==> src/rtl/systolic_feed_ctrl.sv <==
// Operand sequencer for a 4x4 output-stationary systolic array.
// Latches A/B, clears the array, feeds skewed wavefronts, waits for done.
module systolic_feed_ctrl #(
  parameter int DATA_WIDTH = 32,
  parameter int DRAIN_MAX  = 16
) (
  input  logic                     clk_i,
  input  logic                     rst_i,
  input  logic                     start_i,
  output logic                     ready_o,
  input  logic [16*DATA_WIDTH-1:0] mat_a_i,
  input  logic [16*DATA_WIDTH-1:0] mat_b_i,
  output logic [4*DATA_WIDTH-1:0]  left_o,
  output logic [4*DATA_WIDTH-1:0]  up_o,
  output logic                     arr_rst_no,
  input  logic                     arr_done_i,
  output logic                     busy_o,
  output logic                     done_o,
  output logic                     err_o
);

  localparam int DW = DATA_WIDTH;
  localparam int CW = (DRAIN_MAX > 1) ? $clog2(DRAIN_MAX) : 1;
  localparam logic [CW-1:0] CNT_LAST = CW'(DRAIN_MAX - 1);

  typedef enum logic [2:0] {
    IDLE  = 3'd0,
    CLEAR = 3'd1,
    FEED  = 3'd2,
    DRAIN = 3'd3,
    DONE  = 3'd4
  } state_e;

  state_e             state_q, state_d;
  logic [2:0]         t_q, t_d;
  logic [CW-1:0]      cnt_q, cnt_d;
  logic [16*DW-1:0]   a_q, a_d;
  logic [16*DW-1:0]   b_q, b_d;
  logic [4*DW-1:0]    left_q, left_d;
  logic [4*DW-1:0]    up_q, up_d;
  logic               ready_q, ready_d;
  logic               arr_rst_n_q, arr_rst_n_d;
  logic               done_q, done_d;
  logic               err_q, err_d;

  // Element entering lane `lane` at wavefront step t; zero outside the skew window.
  function automatic logic [DW-1:0] sel(
    input logic [16*DW-1:0] m,
    input logic [2:0]       t,
    input int               lane,
    input logic             row
  );
    int k;
    int idx;
    k   = int'(t) - lane;
    idx = row ? (4 * lane + k) : (4 * k + lane);
    sel = '0;
    if (k >= 0 && k <= 3) sel = m[idx*DW +: DW];
  endfunction

  always_comb begin
    state_d = state_q;
    t_d     = t_q;
    cnt_d   = cnt_q;
    a_d     = a_q;
    b_d     = b_q;
    err_d   = err_q;
    unique case (state_q)
      IDLE: begin
        if (start_i) begin
          state_d = CLEAR;
          a_d     = mat_a_i;
          b_d     = mat_b_i;
          err_d   = 1'b0;
        end
      end
      CLEAR: begin
        state_d = FEED;
        t_d     = 3'd0;
      end
      FEED: begin
        if (t_q == 3'd6) begin
          state_d = DRAIN;
          cnt_d   = '0;
        end else begin
          t_d = t_q + 3'd1;
        end
      end
      DRAIN: begin
        if (arr_done_i) begin
          state_d = DONE;
        end else if (cnt_q == CNT_LAST) begin
          state_d = DONE;
          err_d   = 1'b1;
        end else begin
          cnt_d = cnt_q + 1'b1;
        end
      end
      DONE: state_d = IDLE;
      default: state_d = IDLE;
    endcase
  end

  // Outputs are decoded from the next state so they land in registers.
  always_comb begin
    left_d      = '0;
    up_d        = '0;
    ready_d     = (state_d == IDLE);
    arr_rst_n_d = (state_d != CLEAR);
    done_d      = (state_d == DONE);
    if (state_d == FEED) begin
      for (int i = 0; i < 4; i++) begin
        left_d[i*DW +: DW] = sel(a_q, t_d, i, 1'b1);
        up_d[i*DW +: DW]   = sel(b_q, t_d, i, 1'b0);
      end
    end
  end

  always_ff @(posedge clk_i or posedge rst_i) begin
    if (rst_i) begin
      state_q     <= IDLE;
      t_q         <= '0;
      cnt_q       <= '0;
      a_q         <= '0;
      b_q         <= '0;
      left_q      <= '0;
      up_q        <= '0;
      ready_q     <= 1'b1;
      arr_rst_n_q <= 1'b0;
      done_q      <= 1'b0;
      err_q       <= 1'b0;
    end else begin
      state_q     <= state_d;
      t_q         <= t_d;
      cnt_q       <= cnt_d;
      a_q         <= a_d;
      b_q         <= b_d;
      left_q      <= left_d;
      up_q        <= up_d;
      ready_q     <= ready_d;
      arr_rst_n_q <= arr_rst_n_d;
      done_q      <= done_d;
      err_q       <= err_d;
    end
  end

  assign ready_o    = ready_q;
  assign busy_o     = ~ready_q;
  assign left_o     = left_q;
  assign up_o       = up_q;
  assign arr_rst_no = arr_rst_n_q;
  assign done_o     = done_q;
  assign err_o      = err_q;

endmodule

==> config.mk <==
export PLATFORM = sky130hd
export DESIGN_NAME = systolic_feed_ctrl
export DESIGN_NICKNAME = d
export VERILOG_FILES = /design/src/rtl/systolic_feed_ctrl.sv
export SDC_FILE = /design/constraint.sdc
export NUM_CORES = 2
export LEC_CHECK = 0
export BUFFER_PORTS_ARGS = -buffer_cell sky130_fd_sc_hd__buf_4
export CAP_MARGIN = 20
export CORE_AREA = 2 2 506 508
export CTS_BUF_LIST = sky130_fd_sc_hd__clkbuf_8 sky130_fd_sc_hd__clkbuf_16
export CTS_CLUSTER_DIAMETER = 60
export DETAILED_ROUTE_END_ITERATION = 10
export DIE_AREA = 0 0 508 510
export SLEW_MARGIN = 20
export SYNTH_ARGS = -nofsm -noshare
export SYNTH_HDL_FRONTEND = slang
export SYNTH_SLANG_ARGS = --single-unit
==> constraint.sdc <==
create_clock -name clk_i -period 58 [get_ports clk_i]
set_input_delay 11.6 -clock clk_i [delete_from_list [all_inputs] [get_ports clk_i]]
set_output_delay 11.6 -clock clk_i [all_outputs]
set_load 0.005 [all_outputs]
-- Word-level counts from Yosys, hierarchy flattened
Index checks and enable logic that the tools add are counted.
- shift operators: 8
- muxes and demuxes: 25
- $add $sub $neg: 11
- equal/unequal tests: 13
- reduce and logical (&&, ||, !) cells: 11
- bitwise operators: 1
- $lt $le $gt $ge: 8
- operators with widths (operator ; count):
    512-bit by 12-bit variable part select with 32-bit output ; 3
    512-bit by 32-bit variable part select with 32-bit output ; 3
    512-bit by 11-bit variable part select with 32-bit output ; 1
    512-bit by 9-bit variable part select with 32-bit output ; 1
    128-bit two-way mux ; 2
    32-bit two-way mux ; 8
    3-bit two-way mux ; 5
    6-bit by 3-bit adder with 7-bit output, second input constant ; 2
    5-bit by 4-bit adder with 6-bit output, first input constant ; 2
    4-bit by 1-bit >= comparator with 1-bit output, second input constant ; 3
    4-bit by 3-bit less-or-equal comparator with 1-bit output, second input constant ; 3
    4-bit two-way mux ; 3
    3-bit case mux with 4 select lines ; 1
    2-bit inequality test, second input constant ; 5
    3-bit by 2-bit == test with 1-bit output, second input constant ; 3
    4-bit case mux with 2 select lines ; 1
    4-bit AND reduction ; 2
    3-bit by 2-bit subtractor with 4-bit output, second input constant ; 2
    6-bit by 2-bit adder with 7-bit output, second input constant ; 1
    3-bit == test, second input constant ; 2
    3-bit logical NOT ; 2
    3-bit case mux with 2 select lines ; 1
    4-bit by 4-bit adder with 5-bit output, first input constant ; 1
    4-bit by 1-bit adder with 4-bit output, second input constant ; 1
    13 further kinds ; 19
- output and inout port bits: 261
- register bits after elaboration: 1294

-- Depth between registers and ports, before layout
- depth in word-level cells: 8
- depth in mapped cells: 26
- mapped depth without buffers: 18

-- Worst setup path before layout
OpenSTA, ideal clock, no wires.
- kind: in2reg
- from: input start_i
- to: register a_q[100]
- setup time: 0.065 ns
- data arrival time: 13.030 ns
- stages on the path: 7
- path slack: 44.905 ns
- data required time: 57.935 ns
- cell sequence: nor4b_1 > clkbuf_1 > clkbuf_1 > clkbuf_1 > clkbuf_1 > nand2_1 > nand2_1
- cells in the longest elaborated chain, start to end: 1
- RTL lines (item ; line ; RTL):
    start: declaration ; 9 ; input logic start_i,
    2-bit AND reduction (no source line) ; -- ;
    end signal: assignment ; 124 ; a_q <= '0;
    end signal: assignment ; 136 ; a_q <= a_d;
    end: declaration ; 37 ; logic [16*DW-1:0] a_q, a_d;
Every way passes these cells.
A chain may end at the register's enable or synchronous reset.

-- Final worst setup path
- from: input start_i
- to: register b_q[327]
- cells in the longest elaborated chain, start to end: 1
- RTL lines (item ; line ; RTL):
    2-bit AND reduction (no source line) ; -- ;
    end signal: assignment ; 125 ; b_q <= '0;
    end signal: assignment ; 137 ; b_q <= b_d;
    end: declaration ; 38 ; logic [16*DW-1:0] b_q, b_d;
Every way passes these cells.

==> results.cfg <==
[outcome]
status = finished clean

[timing]
whs_ns = 0.468
finalClockSkew_ns = 0.0386
slew-limit-headroom = 0.215
finalCritPeriodShare = 0.284
slew_viol_final = 0
period_needed_ns = 16.46
hold_viol = 0
clock.fmax_mhz = 60.7
finalSetupViolCount = 0
setup_tns_ns = 0
tightest_slew_ns = 1.17
rsz0062_at_grt = false

[clock_tree]
cts_sinks = 1294
ctsResizeCount = 0
tritoncts = yes
clk_path_buf_depth = 3
ctsHoldBuffers = 0
worstSkewPairLatency_ns = 0.79
htree_levels = 4
root_buffer = clkbuf_16
cts_buffers = 162
path_clk_slew_ns = 0.06
cts_setup_buffers = 0

[critical_path]
path_buf_inv = 8
worst-endpoint-arrival_ns = 17.19
critPathTopFamily = buffers and inverters
cp_slowest_cell = buf_4
crit_required_ns = 58.72
cp-start-kind = input port
cp_max_fo = 197
critPathMaxStageDelay_ns = 0.89
reg2reg_slack_ns = 50.93
worst_path_most_repeated_cell = buf_4
cp-end-kind = flop
path_class = input port to flop
worstPathCellList = buf_4 -> nor4b_2 -> buf_4 -> inv_8 -> buf_4 -> buf_4 -> buf_4 -> buf_4 -> buf_12 -> nand2_1 -> nand2_1

[global_route]
grt_max_degree = 198
grt_pass1_vias = 52821
grt_pass1_wl_mm = 410
grt_overflow = 0
antenna_found_initial = 94
grt_usage = 0.223

[cells_and_area]
layout-drive-gt1-share = 0.249
area_growth_pct = 31.5
final_nets = 8379
fin_cells = 10870

[routing]
postRouteAntennaNets = 0
vias_per_cell = 4.77
vias = 51894
wire_per_inst_um = 27.4
drtIter0Drc = 4735
wl_mm = 298
drt_first_pass_iters = 6
drc_errors = 0

[logic_synthesis]
syn-num-nets = 7252
yosysWarnings = 0
syn_area_sq_mm = 0.0594
synth_cell_types = 53
ys_dominant_reg_cell = dfrtp_1
synth-seq-area-share = 0.545
ys_ff_latch = 1294
synthCells = 6211
avgSynthCellArea_sq_um = 9.56
synth_edf_count = 0
synthArstFlopShare = 1.00

[floorplanning]
die_area_sq_mm = 0.259
core_sq_mm = 0.253
ios = 1289
die-height_um = 510
fp.dieW_um = 508
start_util = 0.234
rows = 185

[place]
hpwl_mm = 230
post-place-cells = 10540
port_buffers = 1288
gp_congestion = 0.939

[power]
power_density_mw_per_mm2 = 76.1
ir_worst_vdd_mv = 0.0993
finalPower_uw = 5940
leakage_uw = 0.0401

[min_path]
hold_class = flop to flop

[run]
cap_violations = 0
[cell families after synthesis]
logic type | share of synthesized area
buffers and inverters | 0.0303
XOR/XNOR | 0.000295
multiplexers | 0.150
flip-flops | 0.545
AO/OA/AOI/OAI | 0.0411
AND/OR/NAND/NOR | 0.231
adder cells (fa/ha/maj) | 0.00274
[per-stage QoR]
step	util	cell area (sq um)	setup WS, ns
after floorplan	-	59400	9.93
after global placement	0.286	72400	40.95
after detailed placement	0.286	72400	40.84
after CTS	0.308	78000	41.75
after global routing	0.308	78100	41.30
final	0.308	78100	41.54
[layer usage]
layer | wire (um) | GRT usage | vias to the layer above | part of all wire
met3 | 25000 | 0.0571 | 566 | 0.084
met2 | 140000 | 0.361 | 2572 | 0.47
met1 | 119000 | 0.279 | 26088 | 0.40
met5 | 288 | 0 | - | 0.00097
li1 | - | - | 22626 | -
met4 | 14100 | 0.102 | 42 | 0.047
[registers in the layout, indices dropped and copies added (netlist names)]
| signal | cells |
|---|---|
| a_q | 512 |
| b_q | 512 |
| left_o | 128 |
| up_o | 128 |
| cnt_q | 4 |
| state_q | 3 |
| t_q | 3 |
| arr_rst_no | 1 |
| done_o | 1 |
| err_o | 1 |
| ready_o | 1 |
[worst min-delay path, delay by kind of cell, from the launching register on]
| family | cells | cell delay (ns) |
|---|---|---|
| AND/OR/NAND/NOR | 2 | 0.10 |
| flip-flops | 1 | 0.33 |
[synth_stat cells (4+ instances only)]
cell      number  area share
a211oi_1      33      0.0042
a21oi_1       10     0.00084
a221oi_1     118       0.017
a22oi_1       24      0.0030
and2_1        96       0.010
and3_1        19      0.0020
buf_1         31      0.0020
buf_2         63      0.0053
buf_4         24      0.0030
clkbuf_1     294       0.019
dfrtp_1     1293        0.54
ha_1          13      0.0027
inv_1         11     0.00070
inv_2          4     0.00025
mux2i_1      472       0.080
mux4_2       184       0.070
nand2_1     3162        0.20
nand3_1       11     0.00093
nor2_1        99      0.0063
nor2b_1       67      0.0071
nor3_1         8     0.00067
o21ai_0       16      0.0013
o21bai_1      17      0.0021
o221ai_1       8      0.0012
o22a_1         7      0.0010
o22ai_1       73      0.0077
or2_2          5     0.00053
or4_1          8      0.0010
[final cells by class]
type / count / area (sq um)
Timing Repair Buffer: 1377 / 10400
Sequential cell: 1294 / 32400
Multi-Input combinational cell: 4487 / 25300
Clock inverter: 101 / 1030
Antenna cell: 34 / 85.1
Fill cell: 26446 / 175000
Inverter: 16 / 106
Tap cell: 3366 / 4210
Clock buffer: 195 / 4530
[where the power goes]
group	switching (uW)	total [uW]	internal, uW
Combinational	2030	3250	1220
Clock	437	1050	614
Sequential	327	1640	1310
[cell usage in the layout (no fill, tap or decap), types with 16 or more instances in the layout]
| cell | Yosys | routed |
|---|---|---|
| o21ai_0 | 16 | 16 |
| nand2_1 | 3162 | 3161 |
| a211oi_1 | 33 | 32 |
| mux4_2 | 184 | 184 |
| dfrtp_1 | 1293 | 1293 |
| and3_1 | 19 | 18 |
| clkbuf_8 | 0 | 31 |
| clkbuf_16 | 0 | 164 |
| inv_1 | 11 | 45 |
| clkinv_2 | 0 | 19 |
| a22oi_1 | 24 | 23 |
| o22ai_1 | 73 | 73 |
| a221oi_1 | 118 | 118 |
| buf_4 | 24 | 1370 |
| nor2_1 | 99 | 99 |
| and2_1 | 96 | 96 |
| mux2i_1 | 472 | 470 |
| diode_2 | 0 | 34 |
| nor2b_1 | 67 | 67 |
| o21bai_1 | 17 | 17 |
[path summary, 6_finish.rpt]
check | from | endpoint | cells past startpoint
max reg2reg | t_q[0]$_DFF_PP0_ | left_o[99]$_DFF_PP0_ | 21
min reg2reg | b_q[511]$_DFFE_PP0P_ | b_q[511]$_DFFE_PP0P_ | 2
min in group asynchronous | rst_i | up_o[115]$_DFF_PP0_ | 2
min | b_q[511]$_DFFE_PP0P_ | b_q[511]$_DFFE_PP0P_ | 2
max in group asynchronous | rst_i | up_o[15]$_DFF_PP0_ | 7
max | start_i | b_q[327]$_DFFE_PP0P_ | 11
(Power assumes the default switching activity.)
